==> src/rtl/seg_scan_driver_pkg.sv <==
// Shared constants for the multiplexed 7-segment scan driver.
// Segment encodings are active-high, bit0 = segment a.
package seg_pkg;

   localparam logic [6:0] SEG_DIGIT [10] = '{
      7'h3F, 7'h06, 7'h5B, 7'h4F, 7'h66, 7'h6D, 7'h7D, 7'h07, 7'h7F, 7'h6F
   };
   localparam logic [6:0]  SEG_DASH  = 7'h40;
   localparam logic [6:0]  SEG_BLANK = 7'h00;
   // Dark cycles at the start of every digit slot to suppress ghosting.
   localparam int unsigned GUARD_CYC = 2;

endpackage

==> src/rtl/seg_scan_driver_bcd7seg.sv <==
// Combinational BCD to 7-segment decoder; non-BCD codes show a dash.
module bcd7seg
   import seg_pkg::*;
(
   input  logic [3:0] bcd,
   output logic [6:0] seg
);

   // Table lookup for 0..9, dash for 10..15.
   always_comb begin
      seg = SEG_DASH;
      if (bcd <= 4'd9) seg = SEG_DIGIT[bcd];
   end

endmodule

==> src/rtl/seg_scan_driver.sv <==
// Tear-free multiplexed common-cathode 7-segment scan driver.
// A full frame of BCD digits is captured in one cycle at the start of slot 0;
// each slot opens with GUARD_CYC dark cycles. All outputs are registered.
// Optional macro DISP_DIM_EN adds dim_i[3:0] for PWM brightness within a slot.
module seg_scan_driver
   import seg_pkg::*;
#(
   parameter int unsigned N_DIG    = 6,
   parameter int unsigned SCAN_DIV = 1000
) (
   input  logic               clk,
   input  logic               rst,
   input  logic [4*N_DIG-1:0] digits_i,
   input  logic               blank_lz_i,
   input  logic               colon_i,
`ifdef DISP_DIM_EN
   input  logic [3:0]         dim_i,
`endif
   output logic [6:0]         seg_o,
   output logic               dp_o,
   output logic [N_DIG-1:0]   dig_sel_o,
   output logic               frame_start_o
);

   localparam int unsigned CW = (SCAN_DIV > 1) ? $clog2(SCAN_DIV) : 1;
   localparam int unsigned SW = (N_DIG > 1) ? $clog2(N_DIG) : 1;

   logic [CW-1:0]      cnt, cnt_d;
   logic [SW-1:0]      slot, slot_d;
   logic [4*N_DIG-1:0] shadow, shadow_d;
   logic [6:0]         seg_d;
   logic               dp_d;
   logic [N_DIG-1:0]   sel_d;
   logic               frame_d;
   logic [3:0]         cur_dig;
   logic [6:0]         dec_seg;
   logic               active;

   assign cur_dig = shadow[{slot, 2'b00} +: 4];

   bcd7seg u_dec (
      .bcd (cur_dig),
      .seg (dec_seg)
   );

   // Prescaler/slot advance, frame capture and next-output selection.
   always_comb begin
      cnt_d    = cnt + 1'b1;
      slot_d   = slot;
      shadow_d = shadow;
      frame_d  = 1'b0;
      seg_d    = SEG_BLANK;
      dp_d     = 1'b0;
      sel_d    = '0;

      if (cnt == CW'(SCAN_DIV - 1)) begin
         cnt_d  = '0;
         slot_d = (slot == SW'(N_DIG - 1)) ? '0 : slot + 1'b1;
      end

      // Capture point; outputs are in guard here, so the old shadow is unused.
      if (cnt == '0 && slot == '0) begin
         shadow_d = digits_i;
         frame_d  = 1'b1;
      end

      active = (cnt >= CW'(GUARD_CYC));
`ifdef DISP_DIM_EN
      active = active && (4'(cnt) <= dim_i);
`endif

      if (active) begin
         sel_d[slot] = 1'b1;
         seg_d       = dec_seg;
         if (blank_lz_i && slot == '0 && cur_dig == 4'd0) seg_d = SEG_BLANK;
         dp_d = colon_i && (slot == SW'(1) || slot == SW'(3));
      end
   end

   // State and registered outputs, all cleared asynchronously.
   always_ff @(posedge clk or posedge rst) begin
      if (rst) begin
         cnt           <= '0;
         slot          <= '0;
         shadow        <= '0;
         seg_o         <= SEG_BLANK;
         dp_o          <= 1'b0;
         dig_sel_o     <= '0;
         frame_start_o <= 1'b0;
      end else begin
         cnt           <= cnt_d;
         slot          <= slot_d;
         shadow        <= shadow_d;
         seg_o         <= seg_d;
         dp_o          <= dp_d;
         dig_sel_o     <= sel_d;
         frame_start_o <= frame_d;
      end
   end

endmodule
==> config.mk <==
export PLATFORM = sky130hd
export DESIGN_NAME = seg_scan_driver
export DESIGN_NICKNAME = d
export VERILOG_FILES = /design/src/rtl/seg_scan_driver_pkg.sv /design/src/rtl/seg_scan_driver_bcd7seg.sv /design/src/rtl/seg_scan_driver.sv
export SDC_FILE = /design/constraint.sdc
export NUM_CORES = 1
export LEC_CHECK = 0
export BUFFER_PORTS_ARGS = -buffer_cell sky130_fd_sc_hd__buf_2
export CELL_PAD_IN_SITES_DETAIL_PLACEMENT = 0
export CELL_PAD_IN_SITES_GLOBAL_PLACEMENT = 2
export CORE_ASPECT_RATIO = 0.6
export CORE_MARGIN = 4
export CORE_UTILIZATION = 39
export DETAILED_ROUTE_END_ITERATION = 6
export GPL_ROUTABILITY_DRIVEN = 1
export GPL_TIMING_DRIVEN = 0
export HOLD_SLACK_MARGIN = 0.03
export PLACE_DENSITY = 0.84
export SETUP_SLACK_MARGIN = 0.15
export SLEW_MARGIN = 20
export SYNTH_ARGS = -nofsm -noshare
export SYNTH_HDL_FRONTEND = slang
export SYNTH_SLANG_ARGS = --single-unit
==> constraint.sdc <==
create_clock -name clk -period 6.2 [get_ports clk]
set_input_delay 0.62 -clock clk [delete_from_list [all_inputs] [get_ports clk]]
set_output_delay 0.62 -clock clk [all_outputs]
set_load 0.02 [all_outputs]
==> results of run 1 <==
-- area by class of cell --
| cell class | count | share of cell area (%) |
|---|---|---|
| clock buffer | 6 | 2.821 |
| buffer | 10 | 2.308 |
| clock inverter | 2 | 0.3419 |
| inverter | 7 | 0.8974 |
| sequential | 52 | 44.44 |
| timing repair buffer | 43 | 8.120 |
| tap | 84 | 3.590 |
| multi-input combinational | 140 | 37.48 |
-- how the worst min path moves through the flow --
stage	to	slack [ns]
3_3_place_gp	shadow[1]	0.47
4_1_cts	cnt[9]	0.42
3_5_place_dp	shadow[13]	0.48
6_report	cnt[2]	0.41
5_1_grt	cnt[2]	0.47
2_1_floorplan	cnt[0]	0.45
-- worst max-delay path: cells and delay by family, from the launching register on --
family          cells  cell delay (ns)
buf+inv             2             0.41
fa+ha+maj           1             0.25
flops               1             0.37
simple gates        2             0.21
compound gates      2             0.72
mux                 1             0.58
-- power breakdown --
group	switching [W]	leakage, nW	internal (W)
clock network	0.000111	0.0510	0.0000894
logic	0.0000296	0.686	0.0000258
registers	0.00000448	0.637	0.000351
-- synth_stat cells, types with 2 or more instances --
cell	instances	area share [%]
mux2_2	18	8.1
o21ai_1	3	0.60
nand2b_1	2	0.50
a211o_1	2	0.70
dfrtp_1	52	52
xor2_1	4	1.4
a21o_1	2	0.60
buf_2	6	1.2
a21oi_1	4	0.80
buf_6	3	1.4
mux2_1	7	3.2
nor2b_1	2	0.50
nand3_1	2	0.40
nor4_2	2	1.0
o21ai_0	4	0.80
nor2_1	19	2.9
nor3_1	11	2.2
xnor2_1	3	1.1
nand2_1	10	1.5
ha_1	8	4.0
inv_1	7	1.1
mux2i_1	9	3.6
-- state kept, by name (all words and copies together) (netlist names) --
signal	count
dp_o	1
dig_sel_o	6
shadow	24
frame_start_o	1
cnt	10
seg_o	7
slot	3
-- cell families (layout without fill, tap and decap cells) --
kind of cell / Yosys count / after routing / synth area share, %
compound gates: 24 / 24 / 6.627
xor+xnor: 7 / 7 / 2.460
fa+ha+maj: 8 / 8 / 4.016
buf+inv: 17 / 68 / 3.765
flops: 52 / 52 / 52.21
mux: 36 / 36 / 16.57
simple gates: 65 / 65 / 14.36
-- routing by layer --
metal / vias up / share of wire (%) / GRT usage [%]
met5: - / 0 / 0
met3: 8 / 6.4 / 4.156
li1: 828 / - / -
met4: 0 / 0.87 / 3.239
met2: 48 / 35 / 16.37
met1: 769 / 58 / 22.19
-- per-stage QoR --
| step | std cells | util, % |
|---|---|---|
| global placement | 335 | 45.54 |
| global route | 344 | 47.48 |
| CTS | 344 | 47.48 |
| detailed placement | 336 | 45.98 |
| finish | 344 | 47.48 |
| floorplan | 209 | - |
==> run_results.csv, run 1 <==
group,metric,value,unit
drt,postRouteAntennaNets,0,
status,status,"complete, no violations",
drt,remaining_drc_errors,0,
placed_design,dpl-instance-area,0.002835,mm2
timing,tns,0,ns
die,die_x,111.2,um
global_route,antenna_found_initial,0,
drt,wire_per_inst,14.31,um
final_layout,final_cell_area,0.002928,mm2
critical_path,end_kind,"register",
critical_path,reg2reg_to,"seg_o[0]",
clocking,cts_root_buf,"clkbuf_8",
global_route,grt_pass1_vias,1642,
placed_design,dp_hpwl,3.697,mm
die,core-area,0.006166,mm2
clocking,clkLatencyLatePin,0.31,ns
final_layout,layout_common_cells,"dfrtp_1 (52), buf_2 (48), nor2_1 (19)",
timing,setup_viol,0,
final_layout,syn2layout_area_growth,17.47,%
timing,setup_ws,3.549,ns
drt,firstDrtPassIters,4,
synthesis,post_synth.cell_area_avg,11.93,um2
final_layout,diodes,0,
critical_path,crit_fanout,10,
drt,vias,1653,
synthesis,synthFlopType,"dfrtp_1",
final_layout,regArea,0.001301,mm2
synthesis,yosysSeqAreaShare,52.21,%
global_route,grt_pass1_wl,8.383,mm
die,start_util,40.42,%
timing,finalCriticalPeriod,2.651,ns
final_layout,drive_gt1_share,34.23,%
placed_design,portBuffers,42,
synthesis,async_flop_share,100.0,%
clocking,path_clk_slew,0.10,ns
global_route,grt_max_degree,31,
timing,finalCritPeriodShare,42.76,%
timing,finalHoldViolCount,0,
die,ios,43,
worst_hold_path,min_path_type,"input port to asynchronous set/reset pin",
critical_path,cp.arrival,2.84,ns
timing,rsz0062_at_grt,"no",
drt,wirelength,4.923,mm
synthesis,yosysWarnings,0,
die,die_h,69.92,um
critical_path,r2r_cells,8,
placed_design,preCtsSetupSlack,3.580,ns
timing,clock_skew,0.009118,ns
critical_path,cp-endpoint,"seg_o[0]",
pwr,ir_drop,0.09239,mV
pwr,p_leak,1.375,nW
critical_path,cp_cell_sequence,"buf_6 > mux4_1 > a21oi_1 > ha_1 > and3_1 > buf_1 > nor2_1 > o311a_1",
placed_design,routabilityCongestion,0.7735,
clocking,cts_tree,"yes",
clocking,hold_buffers,0,
critical_path,critPathKind,"register to register",
synthesis,synth_seq_cells,52,
critical_path,cp.required,6.39,ns
synthesis,syn_nets,245,
clocking,cts_setup_buffers,0,
timing,clock.fmax,0.3772,GHz
clocking,cts_resized,0,
drt,drt_iter0_drc,53,
critical_path,critPathLaunchType,"register",
clocking,htree_levels,2,
timing,timing.hold.ws,0.4053,ns
critical_path,slowest_delay,0.58,ns
timing,slew_headroom,54.47,%
pwr,finalPower,0.0006110,W
critical_path,cp-startpoint,"slot[0]",
final_layout,fillers,611,
clocking,numCtsBuffers,5,
clocking,clock_sinks,52,
timing,slew_viol_final,0,
final_layout,final_common_cell,"dfrtp_1",
pwr,powerDensity,208.7,mW/mm2
die,die-area,0.007775,mm2
final_layout,multi_input_area,0.001097,mm2
synthesis,synthCells,209,
final_layout,nets,295,
timing,worst_pin_slew,0.6819,ns
global_route,grt_use_total,13.46,%
critical_path,rr_startpoint,"slot[0]",
synthesis,ys_types,51,
synthesis,synth_edf_count,0,
drt,avgViaCountPerCell,4.805,
die,num_rows,22,
flow_run,max_cap_violations,0,
critical_path,r2r_slack,3.55,ns
critical_path,cp_slowest_cell,"mux4_1",
global_route,overflow,0,
clocking,clk_path_buf_depth,2,
synthesis,synth.cell_area,0.002492,mm2
No activity file was read; power rests on OpenSTA's default activity.
==> run 2, diff against run 1 <==
Settings changed: CORE_UTILIZATION 39 to 37, PLACE_DENSITY 0.84 to 0.8.
Clock period 6.2 ns to 2.6 ns, I/O delays scaled along.
==> run_results.csv, run 2 (synthesized netlist as in run 1, its figures left out) <==
group,metric,value,unit
global_route,grt_use_total,13.23,%
flow_run,max_cap_violations,0,
clocking,htree_levels,2,
final_layout,drive_gt1_share,36.64,%
die,die-area,0.008156,mm2
final_layout,nets,297,
die,num_rows,22,
global_route,grt_max_degree,53,
critical_path,crit_family,"compound AO/OA/AOI/OAI gates",
critical_path,rr_startpoint,"slot[0]",
placed_design,dp_hpwl,3.774,mm
final_layout,final_common_cell,"dfrtp_1",
critical_path,cp-startpoint,"slot[0]",
clocking,clkLatencyLatePin,0.29,ns
drt,drt_iter0_drc,65,
final_layout,syn2layout_area_growth,20.73,%
final_layout,largest_reg_flops,24,
critical_path,crit_cells,8,
timing,slew_headroom,57.00,%
die,die_x,114.0,um
final_layout,stdcell_count,346,
pwr,powerDensity,542.9,mW/mm2
timing,clock.fmax,0.4358,GHz
drt,vias,1662,
drt,postRouteAntennaNets,0,
critical_path,critPathKind,"register to register",
global_route,antenna_found_initial,0,
global_route,grt_pass1_wl,8.521,mm
drt,wirelength,5.044,mm
critical_path,r2r_slack,0.31,ns
timing,tns,0,ns
timing,setup_viol,0,
die,die_h,71.58,um
clocking,hold_buffers,0,
placed_design,portBuffers,42,
timing,finalCritPeriodShare,88.26,%
critical_path,critPathLaunchType,"register",
final_layout,reg_top3,"shadow: 24 flops, cnt: 10 flops, seg_o: 7 flops",
timing,worst_pin_slew,0.6450,ns
timing,finalCriticalPeriod,2.295,ns
pwr,p_leak,1.397,nW
global_route,overflow,0,
timing,timing.hold.ws,0.06610,ns
final_layout,layout_common_cells,"dfrtp_1 (52), buf_2 (48), nor2_1 (19)",
timing,rsz0062_at_grt,"no",
critical_path,cp_cell_sequence,"buf_8 > mux4_2 > a21oi_4 > ha_1 > o21ai_0 > o21ba_2 > a211o_1 > a21oi_2",
critical_path,r2r_cells,8,
critical_path,slowest_delay,0.56,ns
critical_path,cp.required,2.81,ns
clocking,path_clk_slew,0.07,ns
drt,wire_per_inst,14.58,um
placed_design,routabilityCongestion,0.7976,
worst_hold_path,min_path_type,"input port to asynchronous set/reset pin",
final_layout,diodes,0,
die,start_util,39.37,%
critical_path,path_buf_inv,1,
clocking,cts_tree,"yes",
timing,finalHoldViolCount,0,
placed_design,preCtsSetupSlack,-0.03894,ns
pwr,ir_drop,0.2613,mV
timing,clock_skew,0.009899,ns
global_route,grt_pass1_vias,1650,
critical_path,crit_fanout,10,
clocking,numCtsBuffers,5,
die,core-area,0.006331,mm2
critical_path,cp_slowest_cell,"mux4_2",
critical_path,end_kind,"register",
drt,avgViaCountPerCell,4.803,
clocking,cts_root_buf,"clkbuf_16",
clocking,clk_path_buf_depth,2,
placed_design,place_inst,335,
timing,setup_ws,0.3054,ns
status,status,"complete, no violations",
final_layout,largest_register,"shadow",
clocking,clock_sinks,52,
die,ios,43,
drt,remaining_drc_errors,0,
timing,slew_viol_final,0,
drt,firstDrtPassIters,4,
critical_path,cp.arrival,2.51,ns
final_layout,fillers,591,
## run 2: cell types whose count changed in the layout (fill, tap and decap cells not counted), sizes merged
cell,change
buf,+2
clkinvlp,+2
clkbuf,-1
clkinv,-1
## run 2: per-layer routing
metal  GRT usage [%]  up-vias  share of wire [%]
met4           2.899        0               0.50
met3           3.629        2                6.0
met2           16.80       52                 35
li1                -      832                  -
met1           21.66      776                 58
met5               0        -                  0
## run 2: what timing repair did
| item | CTS | global route |
|---|---|---|
| setup buffers | 2 | 1 |
| gates resized for setup | 3 | 7 |
| pin swaps | 1 | 1 |
| cloned | 0 | 0 |
| setup endpoints to repair | 7 | 7 |
## run 2: where the power goes
group          total (W)  switching (W)  leakage, nW  internal, W
clock network   0.000652       0.000294       0.0660     0.000358
registers       0.000848      0.0000114        0.637     0.000837
logic           0.000133      0.0000716        0.694    0.0000618
## run 2: final cells by class
cell class	count	area (um2)	area share, %
Inverter	7	28.78	0.9563
Clock buffer	5	125.1	4.158
Buffer	10	78.83	2.620
Clock inverter	3	23.77	0.7900
Sequential cell	52	1301	43.24
Multi-Input combinational cell	140	1114	37.01
Tap cell	84	105.1	3.493
Timing Repair Buffer	45	232.7	7.734
## run 2: path summary, 6_finish.rpt
check | endpoint
max in group asynchronous | shadow[10]
setup / recovery | seg_o[4]
setup reg to reg | seg_o[4]
min in group clk | shadow[23]
hold reg to reg | cnt[0]
hold / removal | cnt[4]
## run 2: stage by stage
stage	total power [W]	cell area, um2	utilization, %
floorplan	0.0009428	2492	-
global placement	0.0009920	2808	44.35
detailed placement	0.0009937	2810	44.39
CTS	0.001656	2987	47.17
global route	0.001705	3009	47.53
finish	0.001634	3009	47.53
